==> config.mk <==
export PLATFORM = sky130hd
export DESIGN_NAME = overture_run_ctrl_flat
export DESIGN_NICKNAME = d
export VERILOG_FILES = /design/src/rtl/overture_ctrl_pkg.sv /design/src/rtl/overture_run_ctrl_if.sv /design/src/rtl/overture_step_counter.sv /design/src/rtl/overture_run_ctrl.sv /design/src/flat_wrapper.sv
export SDC_FILE = /design/constraint.sdc
export NUM_CORES = 1
export LEC_CHECK = 0
export CAP_MARGIN = 20
export CORE_AREA = 2 2 65 67
export CTS_CLUSTER_SIZE = 10
export DETAILED_ROUTE_END_ITERATION = 10
export DIE_AREA = 0 0 67 69
export PLACE_DENSITY = 0.81
export SETUP_SLACK_MARGIN = 0.5
export SLEW_MARGIN = 20
export SYNTH_ARGS = -nofsm -noshare
export SYNTH_HDL_FRONTEND = slang
export SYNTH_HIERARCHICAL = 1
export SYNTH_SLANG_ARGS = --single-unit
==> constraint.sdc <==
create_clock -name clk -period 4.6 [get_ports clk]
set_clock_uncertainty 0.1 [all_clocks]
set_input_delay 1.38 -clock clk [delete_from_list [all_inputs] [get_ports clk]]
set_output_delay 1.38 -clock clk [all_outputs]
set_load 0.02 [all_outputs]
==> src/rtl/overture_ctrl_pkg.sv <==
`default_nettype none
// overture_ctrl_pkg: shared states, debug opcodes and step-count helpers for the
// Overture run controller (breakpoint build selected by OVERTURE_RUN_CTRL_BP_EN).
package overture_ctrl_pkg;

  typedef enum logic [2:0] {
    S_HALT  = 3'd0,
    S_RUN   = 3'd1,
    S_COUNT = 3'd2,
    S_RST1  = 3'd3,
    S_RST2  = 3'd4
  } run_state_e;

  localparam logic [2:0] OP_NOP     = 3'd0;
  localparam logic [2:0] OP_HALT    = 3'd1;
  localparam logic [2:0] OP_RUN     = 3'd2;
  localparam logic [2:0] OP_STEP    = 3'd3;
  localparam logic [2:0] OP_SET_BP  = 3'd4;
  localparam logic [2:0] OP_CLR_BP  = 3'd5;
  localparam logic [2:0] OP_CPU_RST = 3'd6;
  localparam logic [2:0] OP_RSVD    = 3'd7;

  localparam logic [8:0] STEP_MAX = 9'd256;

  // A STEP argument of zero encodes the full 256-instruction burst.
  function automatic logic [8:0] step_load_value(input logic [7:0] arg);
    return (arg == 8'd0) ? STEP_MAX : {1'b0, arg};
  endfunction

endpackage
`default_nettype wire

==> src/rtl/overture_run_ctrl_if.sv <==
`default_nettype none
// overture_run_ctrl_if: debug command handshake between host logic and the
// Overture run controller (shared by both OVERTURE_RUN_CTRL_BP_EN builds).
interface overture_run_ctrl_if;
  logic       cmd_valid;
  logic       cmd_ready;
  logic [2:0] cmd_op;
  logic [7:0] cmd_arg;

  modport master (output cmd_valid, output cmd_op, output cmd_arg, input cmd_ready);
  modport slave  (input cmd_valid, input cmd_op, input cmd_arg, output cmd_ready);
endinterface
`default_nettype wire

==> src/rtl/overture_step_counter.sv <==
`default_nettype none
// overture_step_counter: 9-bit loadable down-counter with zero flag that tracks
// the remaining STEP budget (identical in both OVERTURE_RUN_CTRL_BP_EN builds).
module overture_step_counter (
  input  logic       clk,
  input  logic       reset,
  input  logic       load,
  input  logic [8:0] load_val,
  input  logic       en,
  output logic [8:0] count,
  output logic       zero
);

  always_ff @(posedge clk or negedge reset) begin
    if (!reset) begin
      count <= 9'd0;
    end else if (load) begin
      count <= load_val;
    end else if (en && (count != 9'd0)) begin
      count <= count - 9'd1;
    end
  end

  assign zero = (count == 9'd0);

endmodule
`default_nettype wire

==> src/rtl/overture_run_ctrl.sv <==
`default_nettype none
// overture_run_ctrl: halt/run/step/CPU-reset controller for overture_cpu; the
// breakpoint comparator exists only when OVERTURE_RUN_CTRL_BP_EN is defined.
module overture_run_ctrl
  import overture_ctrl_pkg::*;
(
  input  logic                      clk,
  input  logic                      reset,
  overture_run_ctrl_if.slave        cmd,
  input  logic [7:0]                cpu_pc,
  output logic                      cpu_run,
  output logic                      cpu_reset,
  output logic                      halted,
  output logic [8:0]                steps_left,
  output logic [15:0]               retired,
  output logic                      bp_hit,
  output logic                      cmd_err
);

  localparam logic [2:0] ST_HALT  = 3'(S_HALT);
  localparam logic [2:0] ST_RUN   = 3'(S_RUN);
  localparam logic [2:0] ST_COUNT = 3'(S_COUNT);
  localparam logic [2:0] ST_RST1  = 3'(S_RST1);
  localparam logic [2:0] ST_RST2  = 3'(S_RST2);

  logic [2:0] state;
  logic [2:0] state_nx;
  logic       accept;
  logic       active;
  logic       bp_match;
  logic       bp_stop;
  logic       set_skip;
  logic       cnt_load;
  logic       cnt_en;
  logic       cnt_zero;
  logic [8:0] cnt;
  logic [8:0] cnt_load_val;

  assign cmd.cmd_ready = (state == ST_HALT) || (state == ST_RUN) || (state == ST_COUNT);
  assign accept        = cmd.cmd_valid && cmd.cmd_ready;
  assign active        = (state == ST_RUN) || (state == ST_COUNT);
  assign cpu_run       = active && !bp_match;
  assign cpu_reset     = (state == ST_RST1) || (state == ST_RST2);
  assign halted        = (state == ST_HALT);
  assign cnt_en        = (state == ST_COUNT) && cpu_run;
  assign cnt_load_val  = step_load_value(cmd.cmd_arg);
  assign steps_left    = (state == ST_COUNT) ? cnt : 9'd0;

  // Automatic stops are computed first; an accepted command that names a
  // next state then overrides them.
  always_comb begin
    state_nx = state;
    cnt_load = 1'b0;
    set_skip = 1'b0;
    bp_stop  = 1'b0;
    case (state)
      ST_HALT: state_nx = ST_HALT;
      ST_RUN: begin
        if (bp_match) begin
          state_nx = ST_HALT;
          bp_stop  = 1'b1;
        end
      end
      ST_COUNT: begin
        if (bp_match) begin
          state_nx = ST_HALT;
          bp_stop  = 1'b1;
        end else if ((cnt_en && (cnt == 9'd1)) || cnt_zero) begin
          state_nx = ST_HALT;
        end
      end
      ST_RST1: state_nx = ST_RST2;
      ST_RST2: state_nx = ST_HALT;
      default: state_nx = ST_HALT;
    endcase

    if (accept) begin
      case (cmd.cmd_op)
        OP_HALT: begin
          state_nx = ST_HALT;
          bp_stop  = 1'b0;
        end
        OP_RUN: begin
          if (state != ST_RUN) begin
            state_nx = ST_RUN;
            bp_stop  = 1'b0;
            set_skip = (state == ST_HALT);
          end
        end
        OP_STEP: begin
          if (state != ST_RUN) begin
            state_nx = ST_COUNT;
            bp_stop  = 1'b0;
            cnt_load = 1'b1;
            set_skip = 1'b1;
          end
        end
        OP_CPU_RST: begin
          state_nx = ST_RST1;
          bp_stop  = 1'b0;
        end
        default: ;
      endcase
    end
  end

  always_ff @(posedge clk or negedge reset) begin
    if (!reset) begin
      state   <= ST_HALT;
      retired <= 16'd0;
      cmd_err <= 1'b0;
    end else begin
      state <= state_nx;
      if (state == ST_RST2) begin
        retired <= 16'd0;
      end else if (cpu_run) begin
        retired <= retired + 16'd1;
      end
      if (accept && (cmd.cmd_op == OP_RSVD)) begin
        cmd_err <= 1'b1;
      end
    end
  end

  overture_step_counter u_step_counter (
    .clk      (clk),
    .reset    (reset),
    .load     (cnt_load),
    .load_val (cnt_load_val),
    .en       (cnt_en),
    .count    (cnt),
    .zero     (cnt_zero)
  );

`ifdef OVERTURE_RUN_CTRL_BP_EN
  logic       bp_en;
  logic       skip;
  logic [7:0] bp_addr;

  // skip lets a resume from the breakpoint PC execute that one instruction.
  assign bp_match = bp_en && (cpu_pc == bp_addr) && !skip;

  always_ff @(posedge clk or negedge reset) begin
    if (!reset) begin
      bp_en   <= 1'b0;
      bp_addr <= 8'd0;
      skip    <= 1'b0;
      bp_hit  <= 1'b0;
    end else begin
      if (accept && (cmd.cmd_op == OP_SET_BP)) begin
        bp_en   <= 1'b1;
        bp_addr <= cmd.cmd_arg;
      end else if (accept && (cmd.cmd_op == OP_CLR_BP)) begin
        bp_en <= 1'b0;
      end
      if (set_skip) begin
        skip <= 1'b1;
      end else if (cpu_run) begin
        skip <= 1'b0;
      end
      if (bp_stop) begin
        bp_hit <= 1'b1;
      end else if (accept && ((cmd.cmd_op == OP_RUN) || (cmd.cmd_op == OP_STEP))) begin
        bp_hit <= 1'b0;
      end
    end
  end
`else
  logic unused_bp;
  assign unused_bp = ^{cpu_pc, bp_stop, set_skip};
  assign bp_match  = 1'b0;
  assign bp_hit    = 1'b0;
`endif

endmodule
`default_nettype wire

==> src/flat_wrapper.sv <==
// flat-port wrapper written by rule: the top's interface ports become plain ports
module overture_run_ctrl_flat import overture_ctrl_pkg::*;
  (clk, reset, cpu_pc, cpu_run, cpu_reset, halted, steps_left, retired, bp_hit, cmd_err, cmd_cmd_valid, cmd_cmd_op, cmd_cmd_arg, cmd_cmd_ready);
  overture_run_ctrl_if cmd_i ();
  input  logic clk;
  input  logic reset;
  input  logic [7:0] cpu_pc;
  output logic cpu_run;
  output logic cpu_reset;
  output logic halted;
  output logic [8:0] steps_left;
  output logic [15:0] retired;
  output logic bp_hit;
  output logic cmd_err;
  input wire logic [$bits(cmd_i.cmd_valid)-1:0] cmd_cmd_valid;
  input wire logic [$bits(cmd_i.cmd_op)-1:0] cmd_cmd_op;
  input wire logic [$bits(cmd_i.cmd_arg)-1:0] cmd_cmd_arg;
  output wire logic [$bits(cmd_i.cmd_ready)-1:0] cmd_cmd_ready;
  assign cmd_i.cmd_valid = cmd_cmd_valid;
  assign cmd_i.cmd_op = cmd_cmd_op;
  assign cmd_i.cmd_arg = cmd_cmd_arg;
  assign cmd_cmd_ready = cmd_i.cmd_ready;
  overture_run_ctrl u_core (.clk(clk), .reset(reset), .cmd(cmd_i), .cpu_pc(cpu_pc), .cpu_run(cpu_run), .cpu_reset(cpu_reset), .halted(halted), .steps_left(steps_left), .retired(retired), .bp_hit(bp_hit), .cmd_err(cmd_err));
endmodule
==> results.json <==
{
  "synth_top_area_share": 0.373,
  "yosysUniqueCellTypes": 52,
  "hold_class": "reg -> reg",
  "cp-endpoint": "steps_left[8]",
  "drc_errors": 0,
  "viasPerCell": 6.13,
  "max_freq_mhz": 265,
  "fp.dieW_um": 67,
  "synthesis.area_um2": 1940,
  "synth-edff-count": 0,
  "ys_async_sr_fraction": 1.00,
  "setup.worst_path.end_class": "output pin",
  "cp_slowest_stage_delay_ns": 0.62,
  "n_antenna_cell": 0,
  "clk_latency_ns": 0.28,
  "crit_fanout": 17,
  "reg2regPathDepth": 6,
  "core_um2": 3910,
  "vias": 1948,
  "peakVddDrop_uv": 272,
  "r2r_setup_slack_ns": 1.92,
  "drive_above_1_share": 0.0485,
  "status": "complete, no violations",
  "path_class": "reg -> out",
  "relSlewSlack": 0.587,
  "critical_path_required_ns": 3.12,
  "yosys.area.top_type": "dfrtp_1",
  "clock-sinks": 29,
  "routed_wl_um": 5040,
  "finalCritPeriodShare": 0.819,
  "portBuffers": 43,
  "synth_ff_type": "dfrtp_1",
  "gp_congestion": 0.849,
  "area_growth_pct": 26.1,
  "cp_slowest_cell": "clkdlybuf4s50_1",
  "startpoint": "u_core/state[2]",
  "ys_warn_count": 6,
  "grt_first_pass_wirelength_um": 8290,
  "rsz0062_at_grt": "no",
  "whs_ns": 0.376,
  "fillCellCount": 349,
  "clockBufferDepth": 2,
  "hpwl_um": 3490,
  "finalPower_uw": 1100,
  "fin_tns_setup_ns": 0,
  "setup_viol": 0,
  "synth_area_per_cell_um2": 8.20,
  "io_pins": 53,
  "r2r-start": "u_core/state[2]",
  "detail-route-antenna-nets": 0,
  "tightest_slew_ns": 0.617,
  "power_density_nw_per_um2": 451,
  "clk_pin_slew_ns": 0.06,
  "placed_cells": 310,
  "fp-row-count": 23,
  "synth_seq_cells": 29,
  "h-tree-depth": 2,
  "path_cells": "nor2_1 > and3_1 > clkdlybuf4s50_1",
  "synthCells": 237,
  "initial_utilization": 0.497,
  "finalHoldViolations": 0,
  "cts_tree": "yes",
  "final_nets": 291,
  "antenna_found_initial": 0,
  "cap_viol_max_count": 0,
  "hold_buffers": 0,
  "cts_root_buf": "clkbuf_8",
  "drt_iter0_drc": 147,
  "ys_top_cells_by_area": "dfrtp_1 (37%), nand2_1 (5.6%), nor2_1 (4.1%)",
  "die_y_um": 69,
  "power.leakage_uw": 0.000983,
  "regToRegEndpoint": "u_core/u_step_counter/count[3]",
  "seq_area_um2": 726,
  "cts_buffers": 5,
  "grt_max_degree": 30,
  "yosysSeqAreaShare": 0.373,
  "firstDrtPassIters": 4,
  "min_period_ns": 3.77,
  "globalRouteOverflowTotal": 0,
  "multiInputGateArea_um2": 1090,
  "wire_per_inst_um": 15.8,
  "grt_pass1_vias": 1774,
  "track_usage": 0.228,
  "cp-start-kind": "register",
  "ctsResizeCount": 0,
  "cp.arrival_ns": 2.29,
  "synthesis.nets": 261,
  "fin_cells": 318,
  "die_area_um2": 4620,
  "cts_setup_buffers": 0,
  "slew_violations": 0
}
## Yosys cell counts (2+ instances only)
| master | instances |
|---|---|
| o211ai_1 | 5 |
| dfrtp_1 | 29 |
| and4_1 | 2 |
| nor2b_1 | 3 |
| o311ai_1 | 3 |
| or4_1 | 7 |
| o21ai_0 | 5 |
| and3_1 | 10 |
| o2111ai_1 | 4 |
| nand2b_1 | 5 |
| nor4_1 | 3 |
| xnor2_1 | 6 |
| ha_1 | 2 |
| o31ai_1 | 3 |
| buf_2 | 2 |
| inv_1 | 10 |
| nor4b_1 | 3 |
| nor3_1 | 6 |
| nor2_1 | 21 |
| a21o_1 | 2 |
| nand3_1 | 11 |
| o41ai_1 | 2 |
| mux2i_1 | 2 |
| buf_4 | 2 |
| or4b_1 | 2 |
| a31oi_1 | 2 |
| nand2_1 | 29 |
| clkbuf_1 | 17 |
| clkbuf_2 | 2 |
| and2_1 | 3 |
| a21oi_1 | 9 |
| nand4_1 | 3 |
| a311o_1 | 3 |
## critical path, delay by kind of cell, from the launching register on
family                 cells  cell delay, ns
DFF                        1            0.55
buffers and inverters      1            0.62
and+or+nand+nor            2            0.84
## cells in the final DEF, fill, tap and decap left out, types with 3 or more instances in the layout
master | Yosys | routed
clkbuf_8 | 0 | 5
nand4_1 | 3 | 3
nor2_1 | 21 | 21
nor3_1 | 6 | 6
and2_1 | 3 | 3
or4_1 | 7 | 7
nor4b_1 | 3 | 3
o2111ai_1 | 4 | 4
o21ai_0 | 5 | 5
o311ai_1 | 3 | 3
nor4_1 | 3 | 3
buf_4 | 2 | 3
clkdlybuf4s50_1 | 0 | 43
dfrtp_1 | 29 | 29
nand3_1 | 11 | 11
nand2b_1 | 5 | 5
inv_1 | 10 | 10
xnor2_1 | 6 | 5
a311o_1 | 3 | 3
nor2b_1 | 3 | 3
and3_1 | 10 | 10
o211ai_1 | 5 | 5
nand2_1 | 29 | 29
a21oi_1 | 9 | 9
o31ai_1 | 3 | 3
## sequential cells by signal, indices dropped and copies added, names as in the netlist
register                     count
u_core/cmd_err                   1
u_core/u_step_counter/count      9
u_core/retired                  16
u_core/state                     3
## metrics by stage
step / instance area (um2) / utilization / setup WS (ns)
after floorplan: 1940 / - / 1.76
after detailed placement: 2360 / 0.603 / 0.996
after CTS: 2440 / 0.624 / 0.684
after global routing: 2450 / 0.626 / 0.696
final: 2450 / 0.626 / 0.831
after global placement: 2360 / 0.603 / 1.03
## power by group
| part | switching, uW | internal, uW | leakage [uW] |
|---|---|---|---|
| Clock | 96.3 | 105 | 0.0000450 |
| Combinational | 259 | 210 | 0.000561 |
| Sequential | 118 | 318 | 0.000377 |
| Total | 473 | 632 | 0.000983 |
## routing by layer
metal	vias up	GRT usage	part of all wire
met4	0	0.0975	0.019
met3	9	0.0506	0.060
met5	-	0	0
li1	924	-	-
met1	944	0.331	0.45
met2	71	0.322	0.47
## kinds of logic (layout without fill, tap and decap cells)
| logic type | Yosys count | after routing | synth area share |
|---|---|---|---|
| and+or+nand+nor | 112 | 112 | 0.304 |
| AOI/OAI and AO/OA | 52 | 52 | 0.201 |
| buffers and inverters | 33 | 64 | 0.0701 |
| DFF | 29 | 29 | 0.373 |
| xor gates and xnor gates | 6 | 6 | 0.0270 |
| adders and majority gates | 2 | 2 | 0.0129 |
| muxes | 2 | 2 | 0.0103 |
| other | 1 | 1 | 0.00193 |
## worst min-delay path by stage
stage                                               from                             end  cells past startpoint
after global placement                    u_core/cmd_err                  u_core/cmd_err                      1
after CTS                                 u_core/cmd_err                  u_core/cmd_err                      1
after global routing                      u_core/cmd_err                  u_core/cmd_err                      1
after detailed placement                  u_core/cmd_err                  u_core/cmd_err                      1
final                                     u_core/cmd_err                  u_core/cmd_err                      1
after floorplan           u_core/u_step_counter/count[8]  u_core/u_step_counter/count[8]                      2
## cell type report
class,count,area share
multi-input cells,175,0.445
inverters,10,0.0153
well taps,50,0.0255
clock buffers,6,0.0296
repair buffers,46,0.185
flip-flops and latches,29,0.296
clock inverters,2,0.00408
Power figures use the tool's default switching activity.
